===== src/rtl/cpu_core_mc.sv =====
// -----------------------------------------------------------------------------
// cpu_core_mc
//
// Multi-cycle CPU core with 16-bit instructions. It contains the control FSM,
// a 16-entry register file and the ALU. Instruction and data memory are reached
// through req/ready handshakes, so memories with wait states work unchanged.
//
// Instruction word: [15:12] op, [11:8] DR, [7:4] SA, [3:0] SB / imm4.
//   0 NOP   1 ADD   2 SUB   3 AND   4 OR    5 XOR   6 NOT A   7 SHL A
//   8 SHR A 9 LDI   A ADI   B LD    C ST    D BRZ   E JMP     F HALT
//
// Parameters:
//   DATA_W  register / ALU / data-memory width (>= 8)
//   ADDR_W  instruction and data address width; the PC wraps mod 2^ADDR_W
//
// Ports:
//   clk_main    in   single clock, every flop updates on the rising edge
//   reset       in   synchronous, active-high
//   imem_addr   out  fetch address (the PC)
//   imem_req    out  fetch request, held until imem_ready
//   imem_ready  in   fetch accepted; imem_data is valid in the same cycle
//   imem_data   in   instruction word
//   dmem_addr   out  load/store address
//   dmem_req    out  data request, held until dmem_ready
//   dmem_we     out  1 = store, 0 = load
//   dmem_wdata  out  store data
//   dmem_rdata  in   load data, sampled when dmem_ready is high
//   dmem_ready  in   data access complete
//   halted      out  core has executed HALT
//
// Configuration macro:
//   CPU_R0_ZERO_EN  when defined, R0 always reads as zero and writes to it are
//                   dropped. When undefined, R0 is an ordinary register.
// -----------------------------------------------------------------------------
module cpu_core_mc #(
    parameter int DATA_W = 16,
    parameter int ADDR_W = 6
) (
    input  logic              clk_main,
    input  logic              reset,
    output logic [ADDR_W-1:0] imem_addr,
    output logic              imem_req,
    input  logic              imem_ready,
    input  logic [15:0]       imem_data,
    output logic [ADDR_W-1:0] dmem_addr,
    output logic              dmem_req,
    output logic              dmem_we,
    output logic [DATA_W-1:0] dmem_wdata,
    input  logic [DATA_W-1:0] dmem_rdata,
    input  logic              dmem_ready,
    output logic              halted
);

    typedef enum logic [1:0] {
        S_FETCH = 2'd0,
        S_EXEC  = 2'd1,
        S_MEM   = 2'd2,
        S_HALT  = 2'd3
    } state_t;

    state_t            state_q, state_d;
    logic [ADDR_W-1:0] pc_q, pc_d;
    logic [15:0]       ir_q, ir_d;
    logic [ADDR_W-1:0] dmemAddr_q, dmemAddr_d;
    logic              dmemWe_q, dmemWe_d;
    logic [DATA_W-1:0] dmemWdata_q, dmemWdata_d;
    logic [DATA_W-1:0] rf_q [16];

    logic [3:0]        opcode, dstReg, srcA, srcB;
    logic [DATA_W-1:0] opA, opB, zextImm, aluRes;
    logic [ADDR_W-1:0] branchOff;
    logic              fetchReq;
    logic              rfWe, rfCommit;
    logic [3:0]        rfWaddr;
    logic [DATA_W-1:0] rfWdata;

    assign opcode = ir_q[15:12];
    assign dstReg = ir_q[11:8];
    assign srcA   = ir_q[7:4];
    assign srcB   = ir_q[3:0];

    assign zextImm   = DATA_W'(srcB);
    // Branch offset is a signed 4-bit value widened to the PC width so the
    // addition wraps naturally modulo 2^ADDR_W.
    assign branchOff = ADDR_W'(signed'(srcB));

`ifdef CPU_R0_ZERO_EN
    assign opA      = (srcA == 4'd0) ? '0 : rf_q[srcA];
    assign opB      = (srcB == 4'd0) ? '0 : rf_q[srcB];
    assign rfCommit = rfWe && (rfWaddr != 4'd0);
`else
    assign opA      = rf_q[srcA];
    assign opB      = rf_q[srcB];
    assign rfCommit = rfWe;
`endif

    // ALU: one result per opcode; carries are dropped by the DATA_W-wide result.
    always_comb begin
        aluRes = '0;
        case (opcode)
            4'h1:    aluRes = opA + opB;
            4'h2:    aluRes = opA - opB;
            4'h3:    aluRes = opA & opB;
            4'h4:    aluRes = opA | opB;
            4'h5:    aluRes = opA ^ opB;
            4'h6:    aluRes = ~opA;
            4'h7:    aluRes = opA << 1;
            4'h8:    aluRes = opA >> 1;
            4'h9:    aluRes = zextImm;
            4'hA:    aluRes = opA + zextImm;
            default: aluRes = '0;
        endcase
    end

    // Control FSM next-state logic. A register write happens either in EXEC
    // (ALU, LDI, ADI) or at the end of MEM for a load.
    always_comb begin
        state_d     = state_q;
        pc_d        = pc_q;
        ir_d        = ir_q;
        dmemAddr_d  = dmemAddr_q;
        dmemWe_d    = dmemWe_q;
        dmemWdata_d = dmemWdata_q;
        fetchReq    = 1'b0;
        rfWe        = 1'b0;
        rfWaddr     = dstReg;
        rfWdata     = aluRes;

        case (state_q)
            S_FETCH: begin
                fetchReq = 1'b1;
                if (imem_ready) begin
                    ir_d    = imem_data;
                    pc_d    = pc_q + ADDR_W'(1);
                    state_d = S_EXEC;
                end
            end
            S_EXEC: begin
                state_d = S_FETCH;
                case (opcode)
                    4'h0: ;
                    4'hB: begin
                        dmemAddr_d = opA[ADDR_W-1:0];
                        dmemWe_d   = 1'b0;
                        state_d    = S_MEM;
                    end
                    4'hC: begin
                        dmemAddr_d  = opA[ADDR_W-1:0];
                        dmemWe_d    = 1'b1;
                        dmemWdata_d = opB;
                        state_d     = S_MEM;
                    end
                    // PC already points at the next instruction, so the
                    // offset is relative to PC+1 of the branch.
                    4'hD: begin
                        if (opA == '0) begin
                            pc_d = pc_q + branchOff;
                        end
                    end
                    4'hE: pc_d = opA[ADDR_W-1:0];
                    4'hF: state_d = S_HALT;
                    default: rfWe = 1'b1;
                endcase
            end
            S_MEM: begin
                if (dmem_ready) begin
                    if (!dmemWe_q) begin
                        rfWe    = 1'b1;
                        rfWdata = dmem_rdata;
                    end
                    state_d = S_FETCH;
                end
            end
            S_HALT: state_d = S_HALT;
            default: state_d = S_FETCH;
        endcase
    end

    // State, PC, IR, data-port registers and register file. Reset abandons
    // any handshake in progress and restarts fetching from address 0.
    always_ff @(posedge clk_main) begin
        if (reset) begin
            state_q     <= S_FETCH;
            pc_q        <= '0;
            ir_q        <= '0;
            dmemAddr_q  <= '0;
            dmemWe_q    <= 1'b0;
            dmemWdata_q <= '0;
            for (int i = 0; i < 16; i++) begin
                rf_q[i] <= '0;
            end
        end else begin
            state_q     <= state_d;
            pc_q        <= pc_d;
            ir_q        <= ir_d;
            dmemAddr_q  <= dmemAddr_d;
            dmemWe_q    <= dmemWe_d;
            dmemWdata_q <= dmemWdata_d;
            if (rfCommit) begin
                rf_q[rfWaddr] <= rfWdata;
            end
        end
    end

    // The fetch request is masked combinationally so nothing is requested
    // while reset is held, even before the state register has been cleared.
    assign imem_req   = fetchReq && !reset;
    assign imem_addr  = pc_q;
    assign dmem_req   = (state_q == S_MEM);
    assign dmem_addr  = dmemAddr_q;
    assign dmem_we    = dmemWe_q;
    assign dmem_wdata = dmemWdata_q;
    assign halted     = (state_q == S_HALT);

endmodule


===== config.mk =====
export PLATFORM = sky130hd
export DESIGN_NAME = cpu_core_mc
export DESIGN_NICKNAME = d
export VERILOG_FILES = /design/src/rtl/cpu_core_mc.sv
export SDC_FILE = /design/constraint.sdc
export NUM_CORES = 1
export LEC_CHECK = 0
export ABC_AREA = 1
export CAP_MARGIN = 25
export CORE_ASPECT_RATIO = 1.5
export CORE_MARGIN = 5
export CORE_UTILIZATION = 50
export DETAILED_ROUTE_END_ITERATION = 7
export PLACE_DENSITY = 0.67
export SLEW_MARGIN = 30
export SYNTH_ARGS = -nofsm -noshare
export SYNTH_HDL_FRONTEND = slang
export SYNTH_SLANG_ARGS = --single-unit

===== constraint.sdc =====
create_clock -name clk_main -period 5.64 [get_ports clk_main]
set_input_delay 1.41 -clock clk_main [delete_from_list [all_inputs] [get_ports clk_main]]
set_output_delay 1.41 -clock clk_main [all_outputs]
set_load 0.1 [all_outputs]

==> flow_metrics.py <==
metrics = {
    "setup_path": {
        "worst_ep_arrival_time_ps": 5580,
        "cp_top_family": "compound AO/OA/AOI/OAI gates",
        "cp_slowest_cell": "sky130_fd_sc_hd__buf_4",
        "ff2ff_path_depth": 25,
        "timing.setup.critical_path_class": "reg -> reg",
        "endpoint_kind": "flop",
        "crit_fanout": 80,
        "library_cell_appearing_most_often_on_the_critical_path": "sky130_fd_sc_hd__nand2_1",
        "worst_ep_required_time_ps": 5970,
        "cp.buffers_inverters": 5,
        "crit_cells": 25,
        "crit_path_start_kind": "flop",
        "critical_path.max_stage_delay_ps": 690,
    },
    "floorplanning": {
        "core_mm2": 0.0382,
        "std_cell_rows": 88,
        "die_width_um": 170,
        "io-pin-count": 68,
        "initial_utilization_pct": 50.3,
        "total_die_area_mm2": 0.0425,
        "die_height_um": 250,
    },
    "layout": {
        "multi_input_comb_area_mm2": 0.00855,
        "n_antenna_cell": 0,
        "final.fill_count": 3523,
        "final_design_area_no_fill_mm2": 0.0214,
        "fraction_of_final_layout_cells_with_drive_strength_greater_than_1_pct": 7.94,
        "area_growth_pct": 11.5,
        "seq_area_mm2": 0.00880,
        "most_common_cell_after_layout_fill_and_taps_aside": "sky130_fd_sc_hd__nand2_1",
        "layout_common_cells": "sky130_fd_sc_hd__nand2_1 (417), sky130_fd_sc_hd__nor2_1 (291), sky130_fd_sc_hd__inv_1 (269)",
        "num-nets-final": 2530,
    },
    "global_routing": {
        "groute.usage.overall_pct": 29.2,
        "grt_remaining_overflow": 0,
        "maximum_number_of_pins_on_one_net_before_global_route_repair": 99,
        "grt_antenna_before_repair": 0,
        "grt_first_pass_wirelength_mm": 97.2,
        "first_global_vias": 17100,
    },
    "yosys": {
        "compound_cell_area_share_of_the_yosys_netlist_pct": 17.9,
        "ys_seq_area_share_pct": 45.8,
        "post_synth_mux_area_share_pct": 0,
        "synth-xor-area-share_pct": 0.365,
        "ys_warn_count": 0,
        "combinational_family_with_the_most_area_after_synthesis": "simple AND/OR/NAND/NOR gates",
        "synth_simple_gate_area_share_pct": 22.0,
        "asyncSetResetFlopFracSynth_pct": 0,
        "syn_area_mm2": 0.0192,
        "synthesis.area_per_instance_um2": 7.99,
        "syn_nets": 2502,
        "synth_fa_ha_area_share_pct": 4.12,
        "yosys_register_bits": 311,
        "synth-edff-count": 256,
        "synthCells": 2404,
        "dominantRegCellSynth": "sky130_fd_sc_hd__edfxtp_1",
        "yosys.cell_types.count": 53,
    },
    "detailed_routing": {
        "drc": 0,
        "route.detailed.vias_per_inst": 5.96,
        "vias": 17600,
        "detailedRoute.firstIterationViolations": 1592,
        "drt_first_pass_iters": 5,
        "drt_wirelength_mm": 63.8,
        "wl_per_cell_um": 21.6,
        "ant_nets": 0,
    },
    "timing": {
        "period_share_pct": 93.1,
        "timing_worst_slew_pin_value_ps": 1020,
        "post-route-min-period_ps": 5250,
        "fin_worst_hold_slack_ps": 477,
        "timing.clock.skew_ps": 24.9,
        "drv_slew": 0,
        "max_freq_mhz": 190,
        "final-hold-violation-count": 0,
        "finalSetupViolations": 0,
        "max_slew_margin_pct": 31.9,
    },
    "min_path": {
        "hold_path.class": "reg -> reg",
        "timing.hold.worst_path_depth": 2,
    },
    "clock_tree": {
        "cts_inserted_buffers": 31,
        "clock_sink_count": 311,
        "clk_root_buffer_cell": "sky130_fd_sc_hd__clkbuf_16",
        "clock_tree.htree_level_count": 1,
        "max-clock-path-buffers": 3,
        "clkSlewWorstSetupHoldPaths_ps": 70,
        "cts_hold_buffers": 0,
        "clock_tree_from_tritoncts": "yes",
        "clk_latency_ps": 600,
    },
    "place": {
        "portBuffers": 67,
        "routabilityCongestion": 0.987,
        "placedInstanceArea_mm2": 0.0203,
        "dp_hpwl_mm": 44.2,
    },
    "power": {
        "ir_worst_vdd_uv": 302,
        "p_leak_nw": 8.37,
        "power.density_mw_per_mm2": 312,
    },
    "run_status": {
        "outcome": "completed",
    },
    "job": {
        "max-cap-violations": 0,
    },
}
-- area by class of cell --
cell class / count / share of cell area (%)
inverters: 273 / 4.83
well taps: 495 / 2.89
clock inverters: 26 / 1.17
repair buffers: 159 / 6.47
clock buffers: 32 / 3.64
multi-input cells: 1656 / 39.9
flip-flops and latches: 311 / 41.1
-- final timing paths --
path	startpoint	endpoint	slack (ps)
setup reg to reg	flop	rf_q[11][12]	390
setup / recovery	flop	rf_q[11][12]	390
hold / removal	ir_q[4]	flop	480
hold reg to reg	ir_q[4]	flop	480
-- per-layer routing --
metal | GRT usage (%) | part of all wire (%)
met1 | 34.3 | 36
met2 | 51.5 | 50
met3 | 3.91 | 8.0
met4 | 15.6 | 5.9
met5 | 0 | 0
-- flip-flops by register name (all words and copies together) (netlist names), named ones only --
signal      count
rf_q          256
dmem_wdata     16
ir_q           16
dmem_addr       6
imem_addr       6
state_q         2
dmem_we         1
-- per-stage QoR --
| stage | instances | setup TNS, ps | total power [mW] | utilization [%] | setup slack (ps) |
|---|---|---|---|---|---|
| final | 2952 | 0 | 6.69 | 56.1 | 390 |
| after global routing | 2952 | -604 | 7.00 | 56.1 | -51.7 |
| after CTS | 2951 | 0 | 6.67 | 55.9 | 323 |
| after detailed placement | 2893 | 0 | 4.55 | 53.2 | 350 |
| after global placement | 2893 | 0 | 4.52 | 53.2 | 363 |
| after floorplan | 2404 | 0 | 3.96 | - | 1290 |
-- report_power, final --
group          total, mW  internal (mW)  switching (mW)
logic               1.92          0.580            1.34
registers           2.63           2.57          0.0662
clock network       2.14           1.19           0.949
-- cells by family after synthesis --
| kind of cell | count (synthesis) |
|---|---|
| xor gates and xnor gates | 8 |
| and+or+nand+nor | 1009 |
| adders and majority gates | 62 |
| DFF | 311 |
| AOI/OAI and AO/OA | 577 |
| buffers and inverters | 437 |
-- tightest hold or removal path, stage by stage, from the launching register on --
cell and delay [ps]:
sky130_fd_sc_hd__dfxtp_1 300, sky130_fd_sc_hd__nor2_1 90, sky130_fd_sc_hd__nor2_1 50
-- synthesized netlist by cell type (10+ instances only) --
| library cell | count | area (um2) |
|---|---|---|
| sky130_fd_sc_hd__edfxtp_1 | 256 | 7690 |
| sky130_fd_sc_hd__a22oi_1 | 14 | 105 |
| sky130_fd_sc_hd__buf_6 | 16 | 180 |
| sky130_fd_sc_hd__o21ai_0 | 169 | 846 |
| sky130_fd_sc_hd__a21oi_1 | 207 | 1040 |
| sky130_fd_sc_hd__dfxtp_1 | 55 | 1100 |
| sky130_fd_sc_hd__o221ai_1 | 15 | 131 |
| sky130_fd_sc_hd__ha_1 | 60 | 751 |
| sky130_fd_sc_hd__clkbuf_1 | 69 | 259 |
| sky130_fd_sc_hd__or2_1 | 11 | 68.8 |
| sky130_fd_sc_hd__buf_2 | 63 | 315 |
| sky130_fd_sc_hd__o211ai_1 | 109 | 818 |
| sky130_fd_sc_hd__a21oi_2 | 10 | 87.6 |
| sky130_fd_sc_hd__inv_1 | 269 | 1010 |
| sky130_fd_sc_hd__nor2_1 | 296 | 1110 |
| sky130_fd_sc_hd__nand3_1 | 236 | 1180 |
| sky130_fd_sc_hd__a221oi_1 | 12 | 105 |
| sky130_fd_sc_hd__nand2_1 | 417 | 1570 |
-- what timing repair did --
action / CTS / global route
buffers inserted: 0 / 1
hold endpoints to repair: 0 / 0
endpoints found under the setup margin: 0 / 64
gates resized for setup: 0 / 11
Note: power is estimated with default switching activity, not from simulation.
